File: src/rtl/detect_filter_pkg.sv
// Shared definitions for the glove-tracking path: FSM encoding,
// default video resolution and small arithmetic helpers.
package detect_filter_pkg;

  // Default active video geometry (also used by the VGA and cursor path)
  localparam int DEF_H_RES      = 640;
  localparam int DEF_V_RES      = 480;
  localparam int DEF_AVG_LOG2   = 2;
  localparam int DEF_MISS_LIMIT = 8;
  localparam int DEF_JUMP_MAX   = 64;

  // Consecutive rejects tolerated before a far sample is forced in
  localparam int REJECT_FORCE = 2;

  // Position-filter FSM encoding
  typedef enum logic [2:0] {
    ST_IDLE   = 3'd0,
    ST_DIVIDE = 3'd1,
    ST_CHECK  = 3'd2,
    ST_UPDATE = 3'd3,
    ST_OUT    = 3'd4
  } state_t;

  // Absolute difference of two unsigned 11-bit coordinates
  function automatic logic [10:0] abs_diff(input logic [10:0] a, input logic [10:0] b);
    return (a > b) ? (a - b) : (b - a);
  endfunction

endpackage

File: src/rtl/detect_filter_seq_div20.sv
// Sequential restoring divider: 20-bit dividend by 11-bit divisor,
// one quotient bit per clock. done pulses one cycle after the 20th step.
module seq_div20 (
  input  logic        clk,
  input  logic        reset_n,
  input  logic        start,
  input  logic [19:0] dividend,
  input  logic [10:0] divisor,
  output logic        done,
  output logic [19:0] quotient,
  output logic [10:0] remainder
);

  logic [4:0]  count;
  logic        running;
  logic [11:0] partial;

  // Shift the next dividend bit into the partial remainder
  assign partial = {remainder, quotient[19]};

  // Iterate the restoring division; the quotient register doubles as the dividend shifter
  always_ff @(posedge clk or negedge reset_n) begin
    if (!reset_n) begin
      count     <= 5'd0;
      running   <= 1'b0;
      done      <= 1'b0;
      quotient  <= 20'd0;
      remainder <= 11'd0;
    end else begin
      done <= 1'b0;
      if (start) begin
        quotient  <= dividend;
        remainder <= 11'd0;
        count     <= 5'd20;
        running   <= 1'b1;
      end else if (running) begin
        if (partial >= {1'b0, divisor}) begin
          remainder <= 11'(partial - {1'b0, divisor});
          quotient  <= {quotient[18:0], 1'b1};
        end else begin
          remainder <= partial[10:0];
          quotient  <= {quotient[18:0], 1'b0};
        end
        count <= count - 5'd1;
        if (count == 5'd1) begin
          running <= 1'b0;
          done    <= 1'b1;
        end
      end
    end
  end

endmodule

File: src/rtl/detect_filter.sv
// Per-frame glove position filter: converts the detected linear pixel
// address to (col,row), rejects implausible jumps, smooths with a
// moving average and drops the track after repeated misses.
module detect_filter
  import detect_filter_pkg::*;
#(
  parameter int H_RES      = DEF_H_RES,
  parameter int V_RES      = DEF_V_RES,
  parameter int AVG_LOG2   = DEF_AVG_LOG2,
  parameter int MISS_LIMIT = DEF_MISS_LIMIT,
  parameter int JUMP_MAX   = DEF_JUMP_MAX
) (
  input  logic        clk,
  input  logic        reset_n,
  input  logic        vsync,
  input  logic [19:0] detect_pos_pixel,
  input  logic        achou,
  output logic [10:0] x,
  output logic [10:0] y,
  output logic        pos_valid,
  output logic        upd,
  output logic        busy,
  output logic        overrun
);

  localparam int DEPTH = 1 << AVG_LOG2;
  localparam int SW    = 11 + AVG_LOG2;
  localparam int PW    = (AVG_LOG2 > 0) ? AVG_LOG2 : 1;
  localparam int MW    = $clog2(MISS_LIMIT + 1);
  localparam logic [19:0] FRAME_PIX = 20'(H_RES * V_RES);

  state_t         state;
  logic           vs_meta, vs_sync, vs_prev;
  logic           frame_event;
  logic           sample_ok;
  logic           div_start, div_done;
  logic [19:0]    div_quo;
  logic [10:0]    div_rem;
  logic [10:0]    col, row;
  logic [MW-1:0]  miss_cnt;
  logic [1:0]     rej_cnt;
  logic           is_miss, accept, refill, hist_empty;
  logic [PW-1:0]  ptr;
  logic [SW-1:0]  sum_x, sum_y;
  logic [10:0]    hist_x [DEPTH];
  logic [10:0]    hist_y [DEPTH];
  logic [10:0]    dx, dy;
  logic           jump;

  // Two-flop synchroniser plus edge history for the asynchronous vsync
  always_ff @(posedge clk or negedge reset_n) begin
    if (!reset_n) begin
      vs_meta <= 1'b0;
      vs_sync <= 1'b0;
      vs_prev <= 1'b0;
    end else begin
      vs_meta <= vsync;
      vs_sync <= vs_meta;
      vs_prev <= vs_sync;
    end
  end

  assign frame_event = vs_sync & ~vs_prev;
  assign sample_ok   = achou && (detect_pos_pixel < FRAME_PIX);
  assign div_start   = (state == ST_IDLE) && frame_event && sample_ok;
  assign busy        = (state != ST_IDLE);

  seq_div20 u_div (
    .clk       (clk),
    .reset_n   (reset_n),
    .start     (div_start),
    .dividend  (detect_pos_pixel),
    .divisor   (11'(H_RES)),
    .done      (div_done),
    .quotient  (div_quo),
    .remainder (div_rem)
  );

  // Plausibility test of the new sample against the current output
  always_comb begin
    dx   = abs_diff(col, x);
    dy   = abs_diff(row, y);
    jump = pos_valid && ((dx > 11'(JUMP_MAX)) || (dy > 11'(JUMP_MAX)));
  end

  // Filter FSM: capture, divide, plausibility check, history update, output
  always_ff @(posedge clk or negedge reset_n) begin
    if (!reset_n) begin
      state      <= ST_IDLE;
      x          <= 11'd0;
      y          <= 11'd0;
      pos_valid  <= 1'b0;
      upd        <= 1'b0;
      overrun    <= 1'b0;
      col        <= 11'd0;
      row        <= 11'd0;
      miss_cnt   <= '0;
      rej_cnt    <= 2'd0;
      is_miss    <= 1'b0;
      accept     <= 1'b0;
      refill     <= 1'b0;
      hist_empty <= 1'b1;
      ptr        <= '0;
      sum_x      <= '0;
      sum_y      <= '0;
    end else begin
      upd <= 1'b0;
      if (frame_event && (state != ST_IDLE))
        overrun <= 1'b1;
      case (state)
        ST_IDLE: begin
          if (frame_event) begin
            if (sample_ok) begin
              miss_cnt <= '0;
              is_miss  <= 1'b0;
              state    <= ST_DIVIDE;
            end else begin
              if (miss_cnt != MW'(MISS_LIMIT))
                miss_cnt <= miss_cnt + MW'(1);
              is_miss <= 1'b1;
              state   <= ST_OUT;
            end
          end
        end
        ST_DIVIDE: begin
          if (div_done) begin
            col   <= div_rem;
            // Quotient beyond 11 bits cannot occur for in-range addresses; clamp defensively
            row   <= (|div_quo[19:11]) ? 11'h7FF : div_quo[10:0];
            state <= ST_CHECK;
          end
        end
        ST_CHECK: begin
          if (jump) begin
            if (rej_cnt == 2'(REJECT_FORCE)) begin
              accept  <= 1'b1;
              refill  <= 1'b1;
              rej_cnt <= 2'd0;
            end else begin
              accept  <= 1'b0;
              refill  <= 1'b0;
              rej_cnt <= rej_cnt + 2'd1;
            end
          end else begin
            accept  <= 1'b1;
            refill  <= hist_empty;
            rej_cnt <= 2'd0;
          end
          state <= ST_UPDATE;
        end
        ST_UPDATE: begin
          if (accept) begin
            hist_empty <= 1'b0;
            if (refill) begin
              sum_x <= SW'(col) << AVG_LOG2;
              sum_y <= SW'(row) << AVG_LOG2;
              ptr   <= '0;
            end else begin
              sum_x <= sum_x + SW'(col) - SW'(hist_x[ptr]);
              sum_y <= sum_y + SW'(row) - SW'(hist_y[ptr]);
              ptr   <= ptr + PW'(1);
            end
          end
          state <= ST_OUT;
        end
        ST_OUT: begin
          upd <= 1'b1;
          if (is_miss) begin
            if (miss_cnt == MW'(MISS_LIMIT)) begin
              pos_valid  <= 1'b0;
              hist_empty <= 1'b1;
            end
          end else if (accept) begin
            x         <= 11'(sum_x >> AVG_LOG2);
            y         <= 11'(sum_y >> AVG_LOG2);
            pos_valid <= 1'b1;
          end
          state <= ST_IDLE;
        end
        default: state <= ST_IDLE;
      endcase
    end
  end

  // History buffer: all entries on re-fill, otherwise only the oldest entry
  always_ff @(posedge clk) begin
    if ((state == ST_UPDATE) && accept) begin
      for (int i = 0; i < DEPTH; i++) begin
        if (refill || (ptr == PW'(i))) begin
          hist_x[i] <= col;
          hist_y[i] <= row;
        end
      end
    end
  end

endmodule
File: config.mk
export PLATFORM = sky130hd
export DESIGN_NAME = detect_filter
export DESIGN_NICKNAME = d
export VERILOG_FILES = /design/src/rtl/detect_filter_pkg.sv /design/src/rtl/detect_filter_seq_div20.sv /design/src/rtl/detect_filter.sv
export SDC_FILE = /design/constraint.sdc
export NUM_CORES = 1
export LEC_CHECK = 0
export ABC_CLOCK_PERIOD_IN_PS = 5200
export BUFFER_PORTS_ARGS = -buffer_cell sky130_fd_sc_hd__buf_2
export CORE_ASPECT_RATIO = 1.5
export CORE_MARGIN = 1.5
export CORE_UTILIZATION = 29
export DETAILED_ROUTE_END_ITERATION = 8
export GPL_ROUTABILITY_DRIVEN = 0
export HOLD_SLACK_MARGIN = 0.06
export PLACE_DENSITY = 0.52
export SYNTH_ARGS = -nofsm -noshare
export SYNTH_HDL_FRONTEND = slang
export SYNTH_SLANG_ARGS = --single-unit
File: constraint.sdc
create_clock -name clk -period 5.2 [get_ports clk]
set_input_delay 0.26 -clock clk [delete_from_list [all_inputs] [get_ports clk]]
set_output_delay 0.26 -clock clk [all_outputs]
set_load 0.01 [all_outputs]
==> impl_metrics.csv, run 1 <==
group,metric,value,unit
run_status,outcome,"completed",
timing,rsz0062_at_grt,"false",
layout,final_area,0.0143,sq mm
clocking,clk_pin_slew_worst_paths,0.07,ns
logic_synthesis,synth.avg_cell_area,10.6,sq um
layout,antennaDiodeCount,0,
logic_synthesis,synth_top_area_share,25.6,%
critical_path,rr_startpoint,"ptr[0]",
logic_synthesis,syn_inst,1180,
drt,avgViaCountPerCell,4.76,
logic_synthesis,synthXorXnorAreaFrac,2.87,%
timing,fin_skew,0.0109,ns
drt,firstDrtPassIters,4,
placement,dpl.cell_count,1760,
logic_synthesis,synth_mux_area_share,6.77,%
drt,postRouteWirelength,28.6,mm
clocking,insertion_delay,0.52,ns
timing,timing.final.crit_share,85.7,%
logic_synthesis,yosysWarnings,0,
logic_synthesis,synth_top_family_by_area,"compound AO/OA/AOI/OAI gates",
clocking,htreeDepth,1,
layout,num-fill-cells,4332,
critical_path,start_kind,"flip-flop",
power_and_ir_drop,power_density,408,mW/mm^2
timing,finalCriticalPeriod,4.46,ns
critical_path,endpoint,"sum_y[12]",
clocking,cts_made_buffers,22,
logic_synthesis,synth_edf_count,88,
placement,place_area,0.0134,sq mm
layout,drive_above_1_share,11.4,%
power_and_ir_drop,peakVddDrop,181,uV
clocking,cts.sinks,217,
critical_path,r2r_slack,0.74,ns
logic_synthesis,synth_fa_ha_area_share,11.9,%
critical_path,worstPathRequired,5.65,ns
critical_path,worst-setup-path-type,"reg -> reg",
timing,fmax,0.224,GHz
worst_hold_path,holdCritPathClass,"in -> reg",
timing,finalHoldViolCount,0,
placement,io_buffers,49,
clocking,postCtsSetupRepairBufs,0,
clocking,cts_tree,"yes",
critical_path,cp_max_fo,9,
power_and_ir_drop,cellLeakagePower,6.16,nW
critical_path,worstSetupEndpointType,"flip-flop",
floorplan,rows,93,
critical_path,cp_slowest_stage_delay,0.71,ns
critical_path,path_buf_inv,1,
drt,ant_nets,0,
critical_path,worstPathArrival,4.90,ns
floorplan,pin_count,50,
logic_synthesis,syn-num-nets,1307,
logic_synthesis,synth_top_area_cell,"dfrtp_1",
logic_synthesis,synthFlopType,"dfrtp_1",
global_routing,grt.total_usage,13.1,%
critical_path,worst_r2r_path_depth,14,
floorplan,initial_utilization,29.3,%
timing,tightest_slew,0.954,ns
critical_path,path_delay_family,"compound AO/OA/AOI/OAI gates",
timing,drv_slew,0,
global_routing,grt_pass1_wl,47.3,mm
global_routing,overflow,0,
critical_path,worstPathCellList,"mux4_2, fa_1, inv_1, fa_1, a21o_1, a21oi_1, o21bai_1, a21oi_1, o21ai_1, a41o_1, nor4_1, o31ai_1, a2111o_1, nand3_1",
floorplan,fp.dieH,257,um
logic_synthesis,yosysSeqAreaShare,46.9,%
floorplan,die_w,173,um
floorplan,die-area,0.0444,sq mm
logic_synthesis,ys_async_sr_fraction,59.4,%
global_routing,grt_max_degree,59,
timing,setup_viol,0,
job,maxCapViolCount,0,
layout,area_growth,14.4,%
global_routing,first_global_vias,8911,
drt,num_vias,8662,
critical_path,startpoint,"ptr[0]",
clocking,cts_resized,0,
logic_synthesis,yosysUniqueCellTypes,73,
drt,drtIter0Drc,340,
placement,dp_hpwl,21.7,mm
timing,setup_tns,0,ns
drt,avgRoutedWirePerCell,15.7,um
clocking,clock-root-buffer,"clkbuf_16",
clocking,clock_path_buffers,3,
logic_synthesis,yosys-top-cells-area,"dfrtp_1, edfxtp_1, ha_1, o21ai_0, fa_1",
global_routing,grt_antenna_before_repair,0,
critical_path,rr_endpoint,"sum_y[12]",
critical_path,cp.depth,14,
logic_synthesis,synth-simple-area-share,10.9,%
floorplan,core,0.0427,sq mm
critical_path,crit_slowest_cell,"dfrtp_1",
logic_synthesis,synth-compound-area-share,14.9,%
power_and_ir_drop,report.power.total,0.00583,W
timing,max_slew_margin,36.4,%
layout,final_core_util,33.5,%
layout,instances_no_fill,1821,
layout,nNetsFinal,1362,
logic_synthesis,ys_ff_latch,217,
logic_synthesis,syn-cell-area,0.0125,sq mm
drt,drcViolationCount,0,
==> cell usage in the layout (no fill, tap or decap), types with 15 or more instances in the layout <==
cell type / count
a21oi_1: 59
edfxtp_1: 88
inv_1: 135
mux2i_1: 34
nor3_1: 18
buf_4: 15
fa_1: 26
dlygate4sd3_1: 21
nand2_1: 91
clkbuf_16: 23
nor2_1: 71
buf_2: 48
ha_1: 77
a211oi_1: 18
o21ai_0: 105
dfrtp_1: 127
xor2_1: 19
o21a_1: 15
mux4_2: 22
xnor2_1: 22
==> layout make-up <==
cell class	instances	area (sq um)	area share (%)
inverter	135	507	3.54
sequential	217	5870	41.0
multi-input combinational	774	5940	41.5
timing repair buffer	85	574	4.01
tap	570	713	4.98
clock buffer	29	598	4.18
clock inverter	11	114	0.795
==> timing repair <==
item	CTS	global route
setup endpoints to repair	0	0
hold endpoints to repair	65	0
hold buffers	21	0
==> kinds of logic after synthesis <==
logic type / after synthesis
AO/OA/AOI/OAI: 293
AND/OR/NAND/NOR: 280
flip-flops: 217
buffers and inverters: 189
adder cells (fa/ha/maj): 103
multiplexers: 57
XOR/XNOR: 41
==> power breakdown <==
part           switching (W)  internal (W)  leakage (nW)
Sequential          0.000242       0.00200          2.65
Clock               0.000677      0.000917         0.354
Combinational        0.00108      0.000909          3.16
==> flip-flops by register name, indices dropped and copies added (netlist names), 13 cells and up <==
register / flops
u_div.quotient: 20
sum_y: 13
hist_y: 44
hist_x: 44
sum_x: 13
==> metal layers <==
layer	global-route usage, %	share of wire (%)
met5	0	0
met4	4.65	2.7
met3	1.46	2.7
met2	24.4	52
met1	15.4	43
==> through the flow <==
| step | hold WS (ns) | setup slack [ns] |
|---|---|---|
| final | 0.137 | 0.744 |
| after CTS | 0.128 | 0.678 |
| after global routing | 0.173 | 0.450 |
| after floorplan | -0.0356 | 0.573 |
| after global placement | 0.230 | 0.722 |
| after detailed placement | 0.237 | 0.696 |
==> tightest hold or removal path: stages <==
cell and delay, ns:
buf_2 0.08, nor3b_1 0.10, o21ai_0 0.19
==> how the worst min path moves through the flow <==
stage / from / end / slack, ns / cells past startpoint
final: detect_pos_pixel[19] / miss_cnt[3] / 0.14 / 3
after floorplan: reset_n / accept / -0.04 / 0
after global routing: detect_pos_pixel[19] / miss_cnt[3] / 0.17 / 3
after global placement: reset_n / y[0] / 0.23 / 1
after detailed placement: reset_n / y[0] / 0.24 / 1
after CTS: detect_pos_pixel[19] / miss_cnt[3] / 0.13 / 3
==> Yosys cell counts, types with 8 or more instances <==
| library cell | instances |
|---|---|
| o21a_1 | 15 |
| nor2b_1 | 8 |
| ha_1 | 77 |
| fa_1 | 26 |
| o22a_1 | 11 |
| a21oi_1 | 59 |
| xnor2_1 | 22 |
| edfxtp_1 | 88 |
| mux4_2 | 22 |
| dfrtp_1 | 128 |
| nor3_1 | 18 |
| clkbuf_1 | 39 |
| a211oi_1 | 18 |
| inv_1 | 135 |
| nand2_1 | 91 |
| mux2i_1 | 34 |
| o21ai_0 | 105 |
| nand3_1 | 12 |
| xor2_1 | 19 |
| a21o_1 | 12 |
| nand2b_1 | 12 |
| nand3b_1 | 9 |
| and3_1 | 9 |
| nor2_1 | 77 |
(Power assumes the default switching activity.)
==> run 2, diff against run 1 <==
--- a/config.mk
+++ b/config.mk
@@ -7,13 +7,15 @@
 export LEC_CHECK = 0
 export ABC_CLOCK_PERIOD_IN_PS = 5200
 export BUFFER_PORTS_ARGS = -buffer_cell sky130_fd_sc_hd__buf_2
+export CELL_PAD_IN_SITES_DETAIL_PLACEMENT = 0
+export CELL_PAD_IN_SITES_GLOBAL_PLACEMENT = 2
 export CORE_ASPECT_RATIO = 1.5
 export CORE_MARGIN = 1.5
 export CORE_UTILIZATION = 29
 export DETAILED_ROUTE_END_ITERATION = 8
 export GPL_ROUTABILITY_DRIVEN = 0
 export HOLD_SLACK_MARGIN = 0.06
-export PLACE_DENSITY = 0.52
+export PLACE_DENSITY = 0.67
 export SYNTH_ARGS = -nofsm -noshare
 export SYNTH_HDL_FRONTEND = slang
 export SYNTH_SLANG_ARGS = --single-unit
==> run 2 against run 1 <==
  * Sequential share of layout area down 0.29 points
  * Critical path type unchanged
  * Fmax about the same
  * First-iteration DRC count up 9.7%
==> impl_metrics.csv, run 2 (synthesis results as in run 1) <==
group,metric,value,unit
run_status,outcome,"completed",
power_and_ir_drop,peakVddDrop,195,uV
clocking,cts_tree,"yes",
drt,firstDrtPassIters,4,
critical_path,worstSetupEndpointType,"flip-flop",
drt,num_vias,8601,
critical_path,rr_startpoint,"ptr[0]",
timing,finalHoldViolCount,0,
layout,instances_no_fill,1822,
timing,hold_ws,0.131,ns
power_and_ir_drop,sw_frac_of_total,34.2,%
placement,io_buffers,49,
layout,nNetsFinal,1363,
clocking,clk_pin_slew_worst_paths,0.07,ns
worst_hold_path,worstHoldStart,"detect_pos_pixel[19]",
timing,finalCriticalPeriod,4.46,ns
clocking,clock-root-buffer,"clkbuf_16",
critical_path,start_kind,"flip-flop",
timing,timing.final.crit_share,85.7,%
placement,dpl.cell_count,1760,
critical_path,cp_max_fo,8,
critical_path,worstPathArrival,4.92,ns
floorplan,die_w,173,um
timing,rsz0062_at_grt,"false",
drt,avgRoutedWirePerCell,16.6,um
global_routing,grt_max_degree,59,
layout,final_common_cell,"inv_1",
global_routing,overflow,0,
power_and_ir_drop,p_int,0.00396,W
drt,postRouteWirelength,30.2,mm
power_and_ir_drop,power_density,418,mW/mm^2
layout,drive_above_1_share,12.0,%
floorplan,fp.dieH,257,um
timing,fin_skew,0.00992,ns
layout,area_growth,15.2,%
drt,drtIter0Drc,373,
floorplan,rows,93,
placement,dp_hpwl,23.0,mm
layout,antennaDiodeCount,0,
worst_hold_path,holdCritPathClass,"in -> reg",
global_routing,grt.total_usage,13.8,%
clocking,insertion_delay,0.52,ns
layout,final_cell_mix,"inv_1, dfrtp_1, o21ai_0",
power_and_ir_drop,switchingPower,0.00206,W
job,maxCapViolCount,0,
timing,fmax,0.224,GHz
critical_path,worst-setup-path-type,"reg -> reg",
clocking,clock_path_buffers,3,
layout,final_core_util,33.8,%
drt,drcViolationCount,0,
drt,ant_nets,0,
power_and_ir_drop,pwr-share-clk,28.9,%
floorplan,die-area,0.0444,sq mm
timing,setup_tns,0,ns
critical_path,startpoint,"ptr[0]",
timing,drv_slew,0,
floorplan,pin_count,50,
global_routing,grt_antenna_before_repair,0,
floorplan,initial_utilization,29.3,%
drt,avgViaCountPerCell,4.72,
power_and_ir_drop,pwr-share-seq,38.1,%
power_and_ir_drop,p_comb_share,33.0,%
clocking,cts_resized,0,
global_routing,grt_pass1_wl,49.1,mm
global_routing,first_global_vias,9053,
clocking,cts_made_buffers,23,
clocking,cts.sinks,217,
layout,top_regs,"hist_x (44), hist_y (44), u_div.quotient (20)",
power_and_ir_drop,report.power.total,0.00602,W
layout,num-fill-cells,4360,
power_and_ir_drop,cellLeakagePower,6.20,nW
timing,tightest_slew,1.03,ns
timing,setup_viol,0,
critical_path,worstPathRequired,5.66,ns
clocking,htreeDepth,1,
timing,max_slew_margin,31.5,%
floorplan,core,0.0427,sq mm
==> run 2: cell count changes in the layout (fill, tap and decap cells not counted) <==
cell	delta
clkbuf_1	-5
clkinv_2	-3
clkinvlp_4	+3
bufinv_16	+2
clkbuf_8	+2
clkinv_4	+2
dfrtp_1	-1
dfrtp_2	+1
inv_4	+1
inv_6	-1
nor2_2	-1
nor2_4	+1
nor3b_2	-1
nor3b_4	+1
==> run 2: path summary, 6_finish.rpt <==
path                               end  slack, ns  depth (start not counted)
setup / recovery             sum_x[12]       0.74                         15
hold / removal             miss_cnt[3]       0.13                          3
setup reg to reg             sum_x[12]       0.74                         15
hold reg to reg                vs_sync       0.35                          0
max in group asynchronous     sum_x[0]       3.97                          3
min in group asynchronous         y[0]       0.24                          2
==> run 2: metrics by stage <==
step | setup slack, ns | cell area [sq um]
5_1_grt | 0.338 | 14400
2_1_floorplan | 0.573 | 12500
3_3_place_gp | 0.782 | 13400
4_1_cts | 0.707 | 14400
3_5_place_dp | 0.735 | 13400
6_report | 0.743 | 14400
==> run 2: area by class of cell <==
type / instances / area, sq um / share of cell area (%)
Multi-Input combinational cell: 774 / 5950 / 41.2
Sequential cell: 217 / 5870 / 40.7
Tap cell: 570 / 713 / 4.95
Clock buffer: 26 / 607 / 4.21
Timing Repair Buffer: 85 / 574 / 3.98
Inverter: 135 / 507 / 3.51
Clock inverter: 15 / 196 / 1.36
==> run 2: per-layer routing <==
metal / track usage [%] / part of all wire, %
met1: 16.9 / 44
met2: 25.2 / 51
met3: 1.49 / 2.7
met4: 4.43 / 2.5
met5: 0 / 0
==> run 2: critical path: stages, from the launching register on <==
cell and delay [ns]:
dfrtp_1 0.54, buf_4 0.26, mux4_2 0.52, fa_1 0.49, inv_1 0.07, fa_1 0.46, a21o_1 0.18, a21oi_1 0.23
o21bai_1 0.09, a21oi_1 0.23, o21ai_1 0.12, a41o_1 0.28, nor4_1 0.25, o31ai_1 0.15, a2111o_1 0.42, nand3_1 0.08
==> run 2: what timing repair did <==
| action | CTS | global route |
|---|---|---|
| hold buffers | 21 | 0 |
| endpoints found under the hold margin | 67 | 0 |
| setup buffers | 0 | 0 |
==> run 2: power groups by stage <==
stage	combinational [W]	clock, W	sequential (W)
2_1_floorplan	0.00160	0	0.00217
3_3_place_gp	0.00200	0	0.00234
3_5_place_dp	0.00200	0	0.00234
4_1_cts	0.00202	0.00181	0.00231
5_1_grt	0.00224	0.00187	0.00234
6_report	0.00199	0.00174	0.00230
==> run 3, diff against run 2 <==
--- a/config.mk
+++ b/config.mk
@@ -12,6 +12,7 @@
 export CORE_ASPECT_RATIO = 1.5
 export CORE_MARGIN = 1.5
 export CORE_UTILIZATION = 29
+export CTS_BUF_LIST = sky130_fd_sc_hd__clkbuf_8
 export DETAILED_ROUTE_END_ITERATION = 8
 export GPL_ROUTABILITY_DRIVEN = 0
 export HOLD_SLACK_MARGIN = 0.06
==> run 3 against run 2 <==
  * Routed wire length increased by 1.1%
  * First-iteration DRC count is 4.8% higher
  * Final cell count is 1.5% higher
  * Die area did not move
  * Largest cell class unchanged
  * Via count is 0.72% higher
  * Critical path depth did not move
  * Utilization is 0.25 points lower
  * Design area decreased by 0.76%
  * Clock skew increased by 0.0092 ns
==> impl_metrics.csv, run 3 (synthesis results as in run 1) <==
group,metric,value,unit
drt,postRouteWirelength,30.5,mm
drt,drtIter0Drc,391,
drt,drcViolationCount,0,
timing,setup_viol,0,
power_and_ir_drop,power_density,401,mW/mm^2
global_routing,grt_antenna_before_repair,1,
power_and_ir_drop,switchingPower,0.00206,W
critical_path,worst_r2r_path_depth,15,
layout,drive_above_1_share,12.2,%
drt,avgRoutedWirePerCell,16.5,um
power_and_ir_drop,p_int,0.00368,W
power_and_ir_drop,p_comb_share,34.6,%
clocking,cts_tree,"yes",
critical_path,start_kind,"flip-flop",
worst_hold_path,hold_depth,3,
critical_path,worst-setup-path-type,"reg -> reg",
clocking,htreeDepth,2,
power_and_ir_drop,report.power.total,0.00574,W
layout,final_core_util,33.5,%
global_routing,grt_pass1_wl,49.6,mm
critical_path,rr_endpoint,"sum_x[12]",
timing,fmax,0.224,GHz
global_routing,grt.total_usage,14.0,%
floorplan,rows,93,
layout,final_common_cell,"inv_1",
floorplan,initial_utilization,29.3,%
critical_path,worstSetupEndpointType,"flip-flop",
worst_hold_path,worstHoldStart,"detect_pos_pixel[19]",
layout,nNetsFinal,1377,
floorplan,core,0.0427,sq mm
critical_path,startpoint,"ptr[0]",
clocking,cts_made_buffers,37,
drt,num_vias,8663,
clocking,cts.sinks,217,
power_and_ir_drop,sw_frac_of_total,35.9,%
critical_path,r2r_slack,0.73,ns
global_routing,grt_max_degree,59,
critical_path,cp_max_fo,8,
timing,max_slew_margin,31.4,%
critical_path,worstPathArrival,4.95,ns
timing,drv_slew,0,
placement,io_buffers,49,
critical_path,crit_slowest_cell,"dfrtp_1",
timing,timing.final.crit_share,86.0,%
floorplan,die-area,0.0444,sq mm
clocking,clock-root-buffer,"clkbuf_8",
critical_path,worstPathRequired,5.68,ns
timing,tightest_slew,1.03,ns
power_and_ir_drop,pwr-share-seq,40.1,%
critical_path,worstPathCellList,"buf_4, mux4_2, fa_1, inv_1, fa_1, a21o_1, a21oi_1, o21bai_1, a21oi_1, o21ai_1, a41o_1, nor4_1, o31ai_1, a2111o_1, nand3_1",
power_and_ir_drop,peakVddDrop,158,uV
global_routing,overflow,0,
critical_path,rr_startpoint,"ptr[0]",
timing,rsz0062_at_grt,"false",
drt,ant_nets,0,
clocking,clock_path_buffers,3,
power_and_ir_drop,pwr-share-clk,25.3,%
floorplan,fp.dieH,257,um
layout,top_regs,"hist_x (44), hist_y (44), u_div.quotient (20)",
timing,setup_tns,0,ns
floorplan,pin_count,50,
timing,hold_ws,0.106,ns
placement,dp_hpwl,23.0,mm
job,maxCapViolCount,0,
clocking,insertion_delay,0.55,ns
floorplan,die_w,173,um
timing,fin_skew,0.0191,ns
timing,finalHoldViolCount,0,
power_and_ir_drop,cellLeakagePower,6.21,nW
global_routing,first_global_vias,9128,
worst_hold_path,min_to,"miss_cnt[3]",
clocking,clk_pin_slew_worst_paths,0.06,ns
layout,area_growth,14.4,%
timing,finalCriticalPeriod,4.47,ns
critical_path,cp_slowest_stage_delay,0.54,ns
drt,firstDrtPassIters,4,
layout,final_cell_mix,"inv_1, dfrtp_1, o21ai_0",
drt,avgViaCountPerCell,4.68,
run_status,outcome,"completed",
worst_hold_path,holdCritPathClass,"in -> reg",
[run 3: how the worst max path moves through the flow]
| stage | slack, ns | endpoint |
|---|---|---|
| after floorplan | 0.57 | sum_x[12] |
| after CTS | 0.70 | sum_x[12] |
| final | 0.73 | sum_x[12] |
| after detailed placement | 0.74 | sum_y[12] |
| after global placement | 0.78 | sum_x[12] |
| after global routing | 0.34 | sum_y[12] |
[run 3: what timing repair did]
item / CTS / global route
resized for setup: 0 / 0
setup buffers: 0 / 0
hold endpoints to repair: 67 / 0
hold buffers: 21 / 0
[run 3: critical path: cells and delay by family (launching register included)]
family	cells	cell delay [ns]
flops	1	0.54
simple gates	2	0.35
compound gates	8	1.70
buf+inv	2	0.34
fa+ha+maj	2	0.95
mux	1	0.53
[run 3: cell type report]
type,instances,area (sq um)
multi-input cells,774,5950
fillers,4398,28400
flip-flops and latches,217,5870
clock inverters,28,141
well taps,570,713
clock buffers,40,551
inverters,135,507
repair buffers,85,574
diodes,1,2.50
[run 3: power by group through the flow]
stage	sequential (W)	clock, W	combinational [W]
2_1_floorplan	0.00217	0	0.00160
3_3_place_gp	0.00234	0	0.00200
3_5_place_dp	0.00234	0	0.00200
4_1_cts	0.00231	0.00153	0.00202
5_1_grt	0.00234	0.00159	0.00224
6_report	0.00230	0.00146	0.00199
[run 3: metal layers]
metal	GRT usage [%]	share of wire, %	up-vias
li1	-	-	4299
met1	16.8	43	4191
met2	25.2	51	120
met3	2.14	2.8	53
met4	5.19	2.9	0
met5	0	0	-
[run 3: stage by stage]
stage,setup slack [ns],cells,instance area [sq um]
6_report,0.726,1850,14300
5_1_grt,0.335,1850,14300
4_1_cts,0.700,1849,14300
3_5_place_dp,0.735,1760,13400
3_3_place_gp,0.782,1760,13400
2_1_floorplan,0.573,1180,12500
